### src/rtl/weight_loader.sv
// Streams KERNEL_SIZE*KERNEL_SIZE signed 2-bit taps per feature into a kernel
// register and issues one active-low write per completed kernel to the feature memory.
module weight_loader #(
   parameter int KERNEL_SIZE  = 3,
   parameter int NUM_FEATURES = 2
) (
   input  logic                                     clk,
   input  logic                                     rst_loader,
   input  logic                                     start_n,
   input  logic                                     w_valid,
   input  logic signed [1:0]                        w_data,
   output logic                                     w_ready,
   output logic [2*KERNEL_SIZE*KERNEL_SIZE-1:0]     weights_output,
   output logic [$clog2(NUM_FEATURES):0]            feature_writeAddr,
   output logic                                     feature_WrEn,
   output logic                                     busy,
   output logic                                     load_done
);

   localparam int TAPS   = KERNEL_SIZE * KERNEL_SIZE;
   localparam int TAP_W  = $clog2(TAPS + 1);
   localparam int FEAT_W = $clog2(NUM_FEATURES) + 1;

   typedef enum logic [1:0] {
      IDLE,
      COLLECT,
      WRITE,
      DONE
   } state_t;

   state_t              r_state;
   state_t              w_nextState;
   logic [TAP_W-1:0]    r_tapCnt;
   logic [FEAT_W-1:0]   r_featCnt;
   logic signed [1:0]   r_kernel [TAPS];
   logic                w_transfer;
   logic                w_lastTap;
   logic                w_lastFeature;

   assign w_transfer    = w_valid && (r_state == COLLECT);
   assign w_lastTap     = (r_tapCnt == TAP_W'(TAPS - 1));
   assign w_lastFeature = (r_featCnt == FEAT_W'(NUM_FEATURES - 1));

   always_ff @(posedge clk or negedge rst_loader) begin
      if (!rst_loader) begin
         r_state <= IDLE;
      end else begin
         r_state <= w_nextState;
      end
   end

   always_comb begin
      w_nextState = r_state;
      case (r_state)
         IDLE:    if (!start_n) w_nextState = COLLECT;
         COLLECT: if (w_transfer && w_lastTap) w_nextState = WRITE;
         WRITE:   w_nextState = w_lastFeature ? DONE : COLLECT;
         DONE:    w_nextState = IDLE;
         default: w_nextState = IDLE;
      endcase
   end

   // Feature counter is left at its final value after DONE; it only matters during WRITE.
   always_ff @(posedge clk or negedge rst_loader) begin
      if (!rst_loader) begin
         r_tapCnt  <= '0;
         r_featCnt <= '0;
      end else begin
         case (r_state)
            IDLE: begin
               if (!start_n) begin
                  r_tapCnt  <= '0;
                  r_featCnt <= '0;
               end
            end
            COLLECT: begin
               if (w_transfer) r_tapCnt <= r_tapCnt + TAP_W'(1);
            end
            WRITE: begin
               if (!w_lastFeature) begin
                  r_featCnt <= r_featCnt + FEAT_W'(1);
                  r_tapCnt  <= '0;
               end
            end
            default: ;
         endcase
      end
   end

   always_ff @(posedge clk or negedge rst_loader) begin
      if (!rst_loader) begin
         for (int i = 0; i < TAPS; i++) r_kernel[i] <= '0;
      end else if (w_transfer) begin
         for (int i = 0; i < TAPS; i++) begin
            if (r_tapCnt == TAP_W'(i)) r_kernel[i] <= w_data;
         end
      end
   end

   always_comb begin
      weights_output = '0;
      for (int i = 0; i < TAPS; i++) weights_output[2*i +: 2] = r_kernel[i];
   end

   assign w_ready           = (r_state == COLLECT);
   assign feature_WrEn      = (r_state != WRITE);
   assign feature_writeAddr = r_featCnt;
   assign busy              = (r_state != IDLE);
   assign load_done         = (r_state == DONE);

endmodule

### config.mk
export PLATFORM = sky130hd
export DESIGN_NAME = weight_loader
export DESIGN_NICKNAME = d
export VERILOG_FILES = /design/src/rtl/weight_loader.sv
export SDC_FILE = /design/constraint.sdc
export NUM_CORES = 1
export LEC_CHECK = 0
export BUFFER_PORTS_ARGS = -buffer_cell sky130_fd_sc_hd__buf_2
export CAP_MARGIN = 10
export CORE_ASPECT_RATIO = 1.75
export CORE_UTILIZATION = 35
export CTS_BUF_LIST = sky130_fd_sc_hd__clkbuf_4 sky130_fd_sc_hd__clkbuf_8
export DETAILED_ROUTE_END_ITERATION = 16
export GPL_ROUTABILITY_DRIVEN = 0
export HOLD_SLACK_MARGIN = 0.02
export SYNTH_ARGS = -nofsm -noshare
export SYNTH_HDL_FRONTEND = slang
export SYNTH_SLANG_ARGS = --single-unit
### constraint.sdc
create_clock -name clk -period 3.3 [get_ports clk]
set_input_delay 0.165 -clock clk [delete_from_list [all_inputs] [get_ports clk]]
set_output_delay 0.165 -clock clk [all_outputs]
set_load 0.02 [all_outputs]
==> results of run 1 <==
[placed cells by master (no fill, tap or decap)]
cell type	synthesis	final
sky130_fd_sc_hd__and4_1	2	2
sky130_fd_sc_hd__and2_1	1	1
sky130_fd_sc_hd__a32o_1	1	1
sky130_fd_sc_hd__nor2_1	1	1
sky130_fd_sc_hd__o21ai_0	1	1
sky130_fd_sc_hd__ha_1	5	5
sky130_fd_sc_hd__nor3b_4	1	1
sky130_fd_sc_hd__nor3b_1	2	2
sky130_fd_sc_hd__nor3_2	1	1
sky130_fd_sc_hd__nand4_1	2	2
sky130_fd_sc_hd__buf_2	1	29
sky130_fd_sc_hd__nand2b_1	1	1
sky130_fd_sc_hd__o32a_1	1	1
sky130_fd_sc_hd__or2_2	1	1
sky130_fd_sc_hd__a21o_1	2	2
sky130_fd_sc_hd__a211o_1	1	1
sky130_fd_sc_hd__o2bb2ai_1	3	3
sky130_fd_sc_hd__mux2_2	18	18
sky130_fd_sc_hd__nand3_1	1	1
sky130_fd_sc_hd__nand2_1	1	1
sky130_fd_sc_hd__clkbuf_8	0	4
sky130_fd_sc_hd__nor3_1	2	2
sky130_fd_sc_hd__o21bai_1	1	1
sky130_fd_sc_hd__and3_1	4	4
sky130_fd_sc_hd__xor2_1	1	1
sky130_fd_sc_hd__dfrtp_1	26	26
sky130_fd_sc_hd__nor2b_1	4	4
sky130_fd_sc_hd__dlygate4sd3_1	0	1
sky130_fd_sc_hd__a21oi_1	2	2
sky130_fd_sc_hd__inv_1	6	6
sky130_fd_sc_hd__nand3b_4	1	1
[routing by layer]
metal	vias to the layer above	track usage, %	wire (um)	part of all wire (%)
li1	407	-	-	-
met1	401	16.5	947	41
met2	21	24.3	1250	54
met3	5	2.22	76	3.3
met4	0	7.71	58	2.5
met5	-	0	0	0
[power by group]
group	internal [mW]	leakage (nW)	switching (mW)
Clock	0.107	0.0288	0.0960
Sequential	0.452	0.329	0.102
Combinational	0.259	0.373	0.315
Total	0.818	0.730	0.513
[state kept, by name, summed over array words and instances (netlist names)]
register and cells:
weights_output 18, r_tapCnt 4, feature_writeAddr 2, r_state 2
[area by class of cell]
| cell class | count | area [um^2] |
|---|---|---|
| fillers | 339 | 1910 |
| repair buffers | 30 | 155 |
| multi-input cells | 61 | 552 |
| inverters | 6 | 22.5 |
| clock buffers | 4 | 55.1 |
| flip-flops and latches | 26 | 651 |
| well taps | 45 | 56.3 |
[per-stage QoR]
step           total power [mW]  setup slack, ns  utilization, %  cells  area [um^2]
2_1_floorplan             0.965             1.89               -     95         1240
6_report                   1.33             1.66            43.9    172         1490
3_5_place_dp               1.15             1.68            42.0    167         1430
3_3_place_gp               1.13             1.73            42.0    167         1430
4_1_cts                    1.35             1.66            43.9    172         1490
5_1_grt                    1.43             1.55            43.9    172         1490
[kinds of logic (layout without fill, tap and decap cells)]
logic type      Yosys count  count (layout)
xor+xnor                  1               1
fa+ha+maj                 5               5
mux                      18              18
buf+inv                   8              40
compound gates           12              12
simple gates             25              25
flops                    26              26
[critical path: stages (launching register included)]
cell and delay [ns]:
sky130_fd_sc_hd__dfrtp_1 0.54, sky130_fd_sc_hd__nor3b_4 0.37, sky130_fd_sc_hd__and4_1 0.29, sky130_fd_sc_hd__mux2_2 0.34
[repair_timing]
item | CTS | global route
endpoints found under the setup margin | 0 | 0
hold buffers | 1 | 0
gates resized for setup | 0 | 0
hold endpoints to repair | 26 | 0
[worst paths after layout]
check	from	to	slack, ns	depth (start not counted)
max	r_state[0]$_DFFE_PN0P_	weights_output[15]$_DFFE_PN0P_	1.66	3
max in group asynchronous	rst_loader	weights_output[1]$_DFFE_PN0P_	2.50	2
max reg2reg	r_state[0]$_DFFE_PN0P_	weights_output[15]$_DFFE_PN0P_	1.66	3
min reg2reg	weights_output[4]$_DFFE_PN0P_	weights_output[4]$_DFFE_PN0P_	0.50	1
min in group asynchronous	rst_loader	weights_output[11]$_DFFE_PN0P_	0.43	2
min	start_n	r_state[0]$_DFFE_PN0P_	0.25	3
==> results.md, run 1 <==
* kind of critical path: reg -> reg
* drt pass-1 iters: 4
* actual slew at the worst max-slew pin: 0.578 ns
* LEAKAGE: 0.730 nW
* post-synthesis compound-gate area fraction: 7.46%
* CORE AREA: 3400 um^2
* vias in the first global route: 826
* Synth area leaders: sky130_fd_sc_hd__dfrtp_1, sky130_fd_sc_hd__mux2_2, sky130_fd_sc_hd__ha_1, sky130_fd_sc_hd__o2bb2ai_1, sky130_fd_sc_hd__and3_1
* final sum of negative setup slack: 0 ns
* max-slew violations: 0
* main combinational cell family by area after synthesis: multiplexers
* number of top-level pins: 30
* count of final hold-check violations: 0
* Startpoint Class: register
* setup bufs post-CTS: 0
* number of distinct library cells after synthesis: 30
* die height: 80.8 um
* required time of the critical path: 3.46 ns
* DRC marker count from the first detailed-route iteration: 8
* DP HPWL: 1810 um
* setup-violating endpoint count in the final report: 0
* worst clock skew: 0.00199 ns
* count of unresolved DRC violations after routing: 0
* basic-gate share of the synthesized area counting and, or, nand and nor cells: 14.9%
* pin count of the biggest net entering global routing: 27
* Worst Setup End Kind: register
* max-cap viol count: 0
* Sink Count: 26
* clk slew on worst S/H paths: 0.08 ns
* layout overhead on the synthesized area: 20.2%
* clock network latency to the later pin of the worst-skew pair: 0.27 ns
* sequential area share after synthesis: 52.4%
* total number of H-tree levels: 1
* Crit path arrival time: 1.80 ns
* total routed wirelength: 2340 um
* post-route minimum period: 1.64 ns
* Synth top area share: 52.4%
* post-synthesis cell type with the largest combined area: sky130_fd_sc_hd__dfrtp_1
* Cell Area, Synth: 1240 um^2
* cell area power density: 892 nW/um^2
* fin nets: 139
* Horiz. Die Dim: 47.0 um
* Tightest Hold Check Type: in -> reg
* Max FO, Critical Path: 11
* multiplexer share of the synthesized area: 16.3%
* gr usage total: 14.4%
* synthesized netlist net count: 106
* Port Buffer Count: 29
* Post-synth EDFFs: 0
* async set-reset flop share out of synthesis: 100%
* remaining number of nets flagged by the antenna check after routing: 0
* TritonCTS Buffers: 3
* Top FF cell, synth: sky130_fd_sc_hd__dfrtp_1
* Initial Util: 36.5%
* Std-Cell Rows: 28
* Max rail drop VDD: 338 uV
* synthesized instance count: 95
* final hold slack: 0.253 ns
* die footprint: 3800 um^2
* outcome: finished, final reports clean
* Commonest cells post-synth: sky130_fd_sc_hd__dfrtp_1, sky130_fd_sc_hd__mux2_2, sky130_fd_sc_hd__inv_1
* Max clock buf depth: 2
* clock root cell: sky130_fd_sc_hd__clkbuf_8
* antenna violations before repair: 0
* routed length per instance: 13.6 um
* routed via count: 834
* xor and xnor fraction of the mapped netlist area: 0.706%
* wire length of the first global-routing pass: 3870 um
* adder and majority gate portion of the synthesized area: 5.04%
* total inserted antenna cells: 0
* Slew HR: 61.5%
* most common cell in the netlist: sky130_fd_sc_hd__dfrtp_1
* unrepaired setup endpoints after global routing: false
* ratio of cells with drive above 1 in the final layout: 43.3%
* grt total ovfl: 0
* CTS tree: done
* average instance area after synthesis: 13.1 um^2
* vias per cell: 4.85
* count of synthesis-stage warnings from yosys: 0
* final clock period utilization by the worst path: 49.7%
* flip-flop and latch count after synthesis: 26
* Peak Freq: 609 MHz
Power figures use the tool's default switching activity.
==> inputs of run 2 (changes only) <==
--- a/config.mk
+++ b/config.mk
@@ -5,6 +5,7 @@
 export SDC_FILE = /design/constraint.sdc
 export NUM_CORES = 1
 export LEC_CHECK = 0
+export ABC_AREA = 1
 export BUFFER_PORTS_ARGS = -buffer_cell sky130_fd_sc_hd__buf_2
 export CAP_MARGIN = 10
 export CORE_ASPECT_RATIO = 1.75
==> constraint.sdc (replaced) <==
create_clock -name clk -period 1.6 [get_ports clk]
set_input_delay 0.08 -clock clk [delete_from_list [all_inputs] [get_ports clk]]
set_output_delay 0.08 -clock clk [all_outputs]
set_load 0.02 [all_outputs]
==> results.md, run 2 <==
* grt total ovfl: 0
* clock root cell: sky130_fd_sc_hd__clkbuf_8
* # fillers: 407
* DRC marker count from the first detailed-route iteration: 18
* pin count of the biggest net entering global routing: 27
* Worst Setup End Kind: register
* TritonCTS Buffers: 3
* synthesized instance count: 171
* fin nets: 215
* Post-synth EDFFs: 0
* die footprint: 4160 um^2
* setup-violating endpoint count in the final report: 0
* Synth area leaders: sky130_fd_sc_hd__dfrtp_1, sky130_fd_sc_hd__nand2_1, sky130_fd_sc_hd__nor2_4, sky130_fd_sc_hd__ha_1, sky130_fd_sc_hd__inv_1
* most common cell in the netlist: sky130_fd_sc_hd__nand2_1
* flip-flop and latch count after synthesis: 26
* vias per cell: 4.51
* Max rail drop VDD: 715 uV
* antenna violations before repair: 0
* most used cells in the layout excluding fill and tap cells: sky130_fd_sc_hd__nand2_1, sky130_fd_sc_hd__buf_2, sky130_fd_sc_hd__dfrtp_1
* die height: 84.6 um
* CTS tree: done
* drt pass-1 iters: 4
* total routed wirelength: 2700 um
* final sum of negative setup slack: 0 ns
* number of flip-flops under the largest register name: 18
* count of synthesis-stage warnings from yosys: 0
* most common library cell in the layout ignoring fill and taps: sky130_fd_sc_hd__nand2_1
* layout overhead on the synthesized area: 17.0%
* unrepaired setup endpoints after global routing: false
* Slew HR: 59.9%
* Tightest Hold Check Type: in -> reg
* Cell Area, Synth: 1370 um^2
* clock network latency to the later pin of the worst-skew pair: 0.27 ns
* gr usage total: 14.5%
* post-synthesis cell type with the largest combined area: sky130_fd_sc_hd__dfrtp_1
* Top FF cell, synth: sky130_fd_sc_hd__dfrtp_1
* Synth top area share: 47.7%
* Commonest cells post-synth: sky130_fd_sc_hd__nand2_1, sky130_fd_sc_hd__dfrtp_1, sky130_fd_sc_hd__inv_1
* synthesized netlist net count: 182
* total number of H-tree levels: 1
* max-cap viol count: 0
* clk slew on worst S/H paths: 0.08 ns
* cell area power density: 1660 nW/um^2
* vias in the first global route: 1076
* Max FO, Critical Path: 6
* final clock period utilization by the worst path: 85.5%
* setup bufs post-CTS: 0
* LEAKAGE: 0.879 nW
* Crit path arrival time: 1.52 ns
* Peak Freq: 731 MHz
* count of unresolved DRC violations after routing: 0
* number of top-level pins: 30
* Initial Util: 37.2%
* highest metal layer with signal wires: met4
* Startpoint Class: register
* async set-reset flop share out of synthesis: 100%
* post-CTS resize count: 0
* Port Buffer Count: 29
* average instance area after synthesis: 7.98 um^2
* post-route minimum period: 1.37 ns
* count of final hold-check violations: 0
* number of hold-repair buffers added at the cts stage: 1
* routed length per instance: 10.9 um
* total inserted antenna cells: 0
* wire length of the first global-routing pass: 4660 um
* outcome: finished, final reports clean
* kind of critical path: reg -> reg
* required time of the critical path: 1.75 ns
* DP HPWL: 2040 um
* Met3 Routed Length: 89 um
* M1 wire length: 1170 um
* max-slew violations: 0
* Horiz. Die Dim: 49.2 um
* ratio of cells with drive above 1 in the final layout: 22.3%
* CORE AREA: 3660 um^2
* actual slew at the worst max-slew pin: 0.602 ns
* remaining number of nets flagged by the antenna check after routing: 0
* number of distinct library cells after synthesis: 18
* Sink Count: 26
* worst clock skew: 0.00358 ns
* routed via count: 1118
* sequential area share after synthesis: 47.7%
* Max clock buf depth: 2
* total design power: 2.66 mW
* wire length on met2: 1380 um
* Std-Cell Rows: 29
-- run 2: cell types whose count changed after synthesis, sizes merged, moves of 3 or more --
cell	change
nand3	+7
and3	-4
nand2	+73
nor2	+18
nor2b	-4
nor3b	-3
mux2	-18
nor3	-3
inv	+11
o2bb2ai	-3
o21ai	+13
-- run 2: stage by stage --
step	hold slack, ns	cells	util [%]	area (um^2)	worst slack (ns)
6_report	0.0765	248	43.6	1600	0.232
5_1_grt	0.112	248	43.6	1600	0.123
4_1_cts	0.0739	248	43.6	1600	0.216
3_5_place_dp	0.115	244	42.2	1550	0.218
3_3_place_gp	0.109	244	42.2	1550	0.299
2_1_floorplan	-0.216	171	-	1370	0.361
-- run 2: path summary, 6_finish.rpt --
check,end,startpoint,cells past startpoint,slack (ns)
max in group asynchronous,weights_output[0]$_DFFE_PN0P_,rst_loader,2,0.86
setup reg to reg,r_state[0]$_DFFE_PN0P_,r_tapCnt[0]$_DFFE_PN0P_,5,0.23
hold / removal,r_state[0]$_DFFE_PN0P_,start_n,4,0.08
setup / recovery,r_state[0]$_DFFE_PN0P_,r_tapCnt[0]$_DFFE_PN0P_,5,0.23
min in group asynchronous,feature_writeAddr[1]$_DFFE_PN0P_,rst_loader,2,0.34
hold reg to reg,weights_output[8]$_DFFE_PN0P_,weights_output[8]$_DFFE_PN0P_,2,0.47
-- run 2: layout make-up --
class / count / area [um^2] / share of cell area [%]
well taps: 46 / 57.6 / 3.61
flip-flops and latches: 26 / 651 / 40.8
multi-input cells: 124 / 613 / 38.4
repair buffers: 32 / 170 / 10.7
inverters: 17 / 63.8 / 4.00
clock buffers: 3 / 41.3 / 2.59
-- run 2: cells by family (layout without fill, tap and decap cells) --
family                   after synthesis  after routing  synth area share, %
flip-flops                            26             26                 47.7
AND/OR/NAND/NOR                      104            104                 34.8
adder cells (fa/ha/maj)                5              5                 4.58
AO/OA/AOI/OAI                         15             15                 5.50
buffers and inverters                 21             52                 7.42
-- run 2: worst max-delay path, cell delays in order (launching register included) --
cell	delay, ns
sky130_fd_sc_hd__dfrtp_1	0.44
sky130_fd_sc_hd__inv_1	0.13
sky130_fd_sc_hd__ha_1	0.23
sky130_fd_sc_hd__nand3_2	0.14
sky130_fd_sc_hd__o21ai_0	0.23
sky130_fd_sc_hd__nand2_1	0.07
-- run 2: layer usage --
metal / track usage, % / vias up
met5: 0 / -
met2: 25.3 / 28
met4: 8.82 / 0
li1: - / 587
met1: 16.4 / 497
met3: 1.45 / 6
-- run 2: report_power, final --
part	total, mW	leakage [nW]	switching, mW	internal, mW
Combinational	1.26	0.511	0.861	0.400
Sequential	1.04	0.346	0.166	0.869
Clock	0.359	0.0216	0.191	0.169
==> inputs of run 3 (changes only) <==
--- a/config.mk
+++ b/config.mk
@@ -5,7 +5,6 @@
 export SDC_FILE = /design/constraint.sdc
 export NUM_CORES = 1
 export LEC_CHECK = 0
-export ABC_AREA = 1
 export BUFFER_PORTS_ARGS = -buffer_cell sky130_fd_sc_hd__buf_2
 export CAP_MARGIN = 10
 export CORE_ASPECT_RATIO = 1.75
==> results.md, run 3 (same netlist as run 1, synthesis figures left out) <==
* Reg2Reg Launch Point: r_tapCnt[3]$_DFFE_PN0P_
* final core area utilization: 44.7%
* count of unresolved DRC violations after routing: 0
* kind of critical path: reg -> reg
* number of flip-flops under the largest register name: 18
* Horiz. Die Dim: 47.0 um
* die height: 80.8 um
* Initial Util: 36.5%
* die footprint: 3800 um^2
* Max rail drop VDD: 889 uV
* routed length per instance: 13.0 um
* total routed wirelength: 2270 um
* final hold slack: 0.178 ns
* Worst Setup End Kind: register
* count of final hold-check violations: 0
* DRC marker count from the first detailed-route iteration: 4
* Slew HR: 61.9%
* number of top-level pins: 30
* actual slew at the worst max-slew pin: 0.572 ns
* CORE AREA: 3400 um^2
* drt pass-1 iters: 4
* final clock period utilization by the worst path: 93.8%
* Max clock buf depth: 2
* worst clock skew: 0.00390 ns
* DP HPWL: 1800 um
* antenna violations before repair: 0
* final non-filler cell area: 1520 um^2
* Std-Cell Rows: 28
* Peak Freq: 666 MHz
* setup-violating endpoint count in the final report: 0
* Sink Count: 26
* Reg2Reg Capture Point: weights_output[14]$_DFFE_PN0P_
* total number of H-tree levels: 1
* Worst R2R Setup Slack: 0.1 ns
* Tightest Hold Check Type: in -> reg
* max-cap viol count: 0
* met3 track demand over resource in global routing: 2.22%
* Max FO, Critical Path: 8
* ratio of cells with drive above 1 in the final layout: 44.6%
* wire length of the first global-routing pass: 3660 um
* routed via count: 847
* layout overhead on the synthesized area: 22.5%
* grt total ovfl: 0
* clock root cell: sky130_fd_sc_hd__clkbuf_8
* LEAKAGE: 0.746 nW
* Placement Cell Area: 1450 um^2
* most utilized layer in the global route result: met2
* met1 track demand over resource: 14.1%
* cell area power density: 1810 nW/um^2
* start point of the worst min-delay path: start_n
* setup bufs post-CTS: 0
* Port Buffer Count: 29
* max-slew violations: 0
* gr usage total: 13.3%
* pin count of the biggest net entering global routing: 27
* outcome: finished, final reports clean
* Crit path arrival time: 1.66 ns
* CTS tree: done
* total design power: 2.75 mW
* most used cells in the layout excluding fill and tap cells: sky130_fd_sc_hd__buf_2, sky130_fd_sc_hd__dfrtp_1, sky130_fd_sc_hd__mux2_2
* final sum of negative setup slack: 0 ns
* total inserted antenna cells: 0
* post-route minimum period: 1.50 ns
* met2 track demand over resource: 24.6%
* Worst Hold Depth: 3
* required time of the critical path: 1.75 ns
* worst min-delay path endpoint: r_state[0]$_DFFE_PN0P_
* most common library cell in the layout ignoring fill and taps: sky130_fd_sc_hd__buf_2
* TritonCTS Buffers: 3
* fin nets: 142
* Startpoint Class: register
* vias in the first global route: 827
* clock network latency to the later pin of the worst-skew pair: 0.26 ns
* Worst Reg2Reg Path Length in Cells: 3
* clk slew on worst S/H paths: 0.08 ns
* remaining number of nets flagged by the antenna check after routing: 0
* vias per cell: 4.84
run 3: per-layer routing:
layer / vias up / share of wire (%) / wire [um]
met3: 4 / 3.0 / 67
li1: 412 / - / -
met1: 411 / 39 / 894
met5: - / 0 / 0
met2: 20 / 56 / 1270
met4: 0 / 1.6 / 36
run 3: repair_timing:
item / CTS / global route
endpoints found under the setup margin: 0 / 2
hold endpoints to repair: 26 / 0
gates resized for setup: 0 / 1
hold buffers: 1 / 0
run 3: area by class of cell:
| type | instances | area [um^2] |
|---|---|---|
| clock buffers | 4 | 55.1 |
| fillers | 354 | 1880 |
| inverters | 6 | 22.5 |
| multi-input cells | 61 | 558 |
| flip-flops and latches | 26 | 651 |
| well taps | 45 | 56.3 |
| repair buffers | 33 | 178 |
run 3: how the worst max path moves through the flow:
stage | startpoint | endpoint | cells past startpoint
detailed placement | r_tapCnt[3]$_DFFE_PN0P_ | weights_output[14]$_DFFE_PN0P_ | 3
global placement | r_tapCnt[3]$_DFFE_PN0P_ | weights_output[13]$_DFFE_PN0P_ | 3
finish | r_tapCnt[3]$_DFFE_PN0P_ | weights_output[14]$_DFFE_PN0P_ | 3
floorplan | r_state[0]$_DFFE_PN0P_ | r_tapCnt[2]$_DFFE_PN0P_ | 4
global route | r_tapCnt[0]$_DFFE_PN0P_ | weights_output[16]$_DFFE_PN0P_ | 5
CTS | r_tapCnt[3]$_DFFE_PN0P_ | weights_output[14]$_DFFE_PN0P_ | 3
run 3: metrics by stage:
step | instances | setup WS [ns]
after global placement | 170 | 0.0952
final | 175 | 0.0986
after floorplan | 95 | 0.185
after global routing | 175 | -0.0202
after CTS | 175 | 0.0802
after detailed placement | 170 | 0.0928
run 3: critical path, stage by stage (launching register included):
cell	delay, ns
sky130_fd_sc_hd__dfrtp_1	0.46
sky130_fd_sc_hd__nor3b_4	0.31
sky130_fd_sc_hd__and4_1	0.28
sky130_fd_sc_hd__mux2_2	0.34
run 3: power by group:
part           switching (mW)  internal (mW)
Clock                   0.189          0.220
Combinational           0.669          0.549
Sequential              0.196          0.932
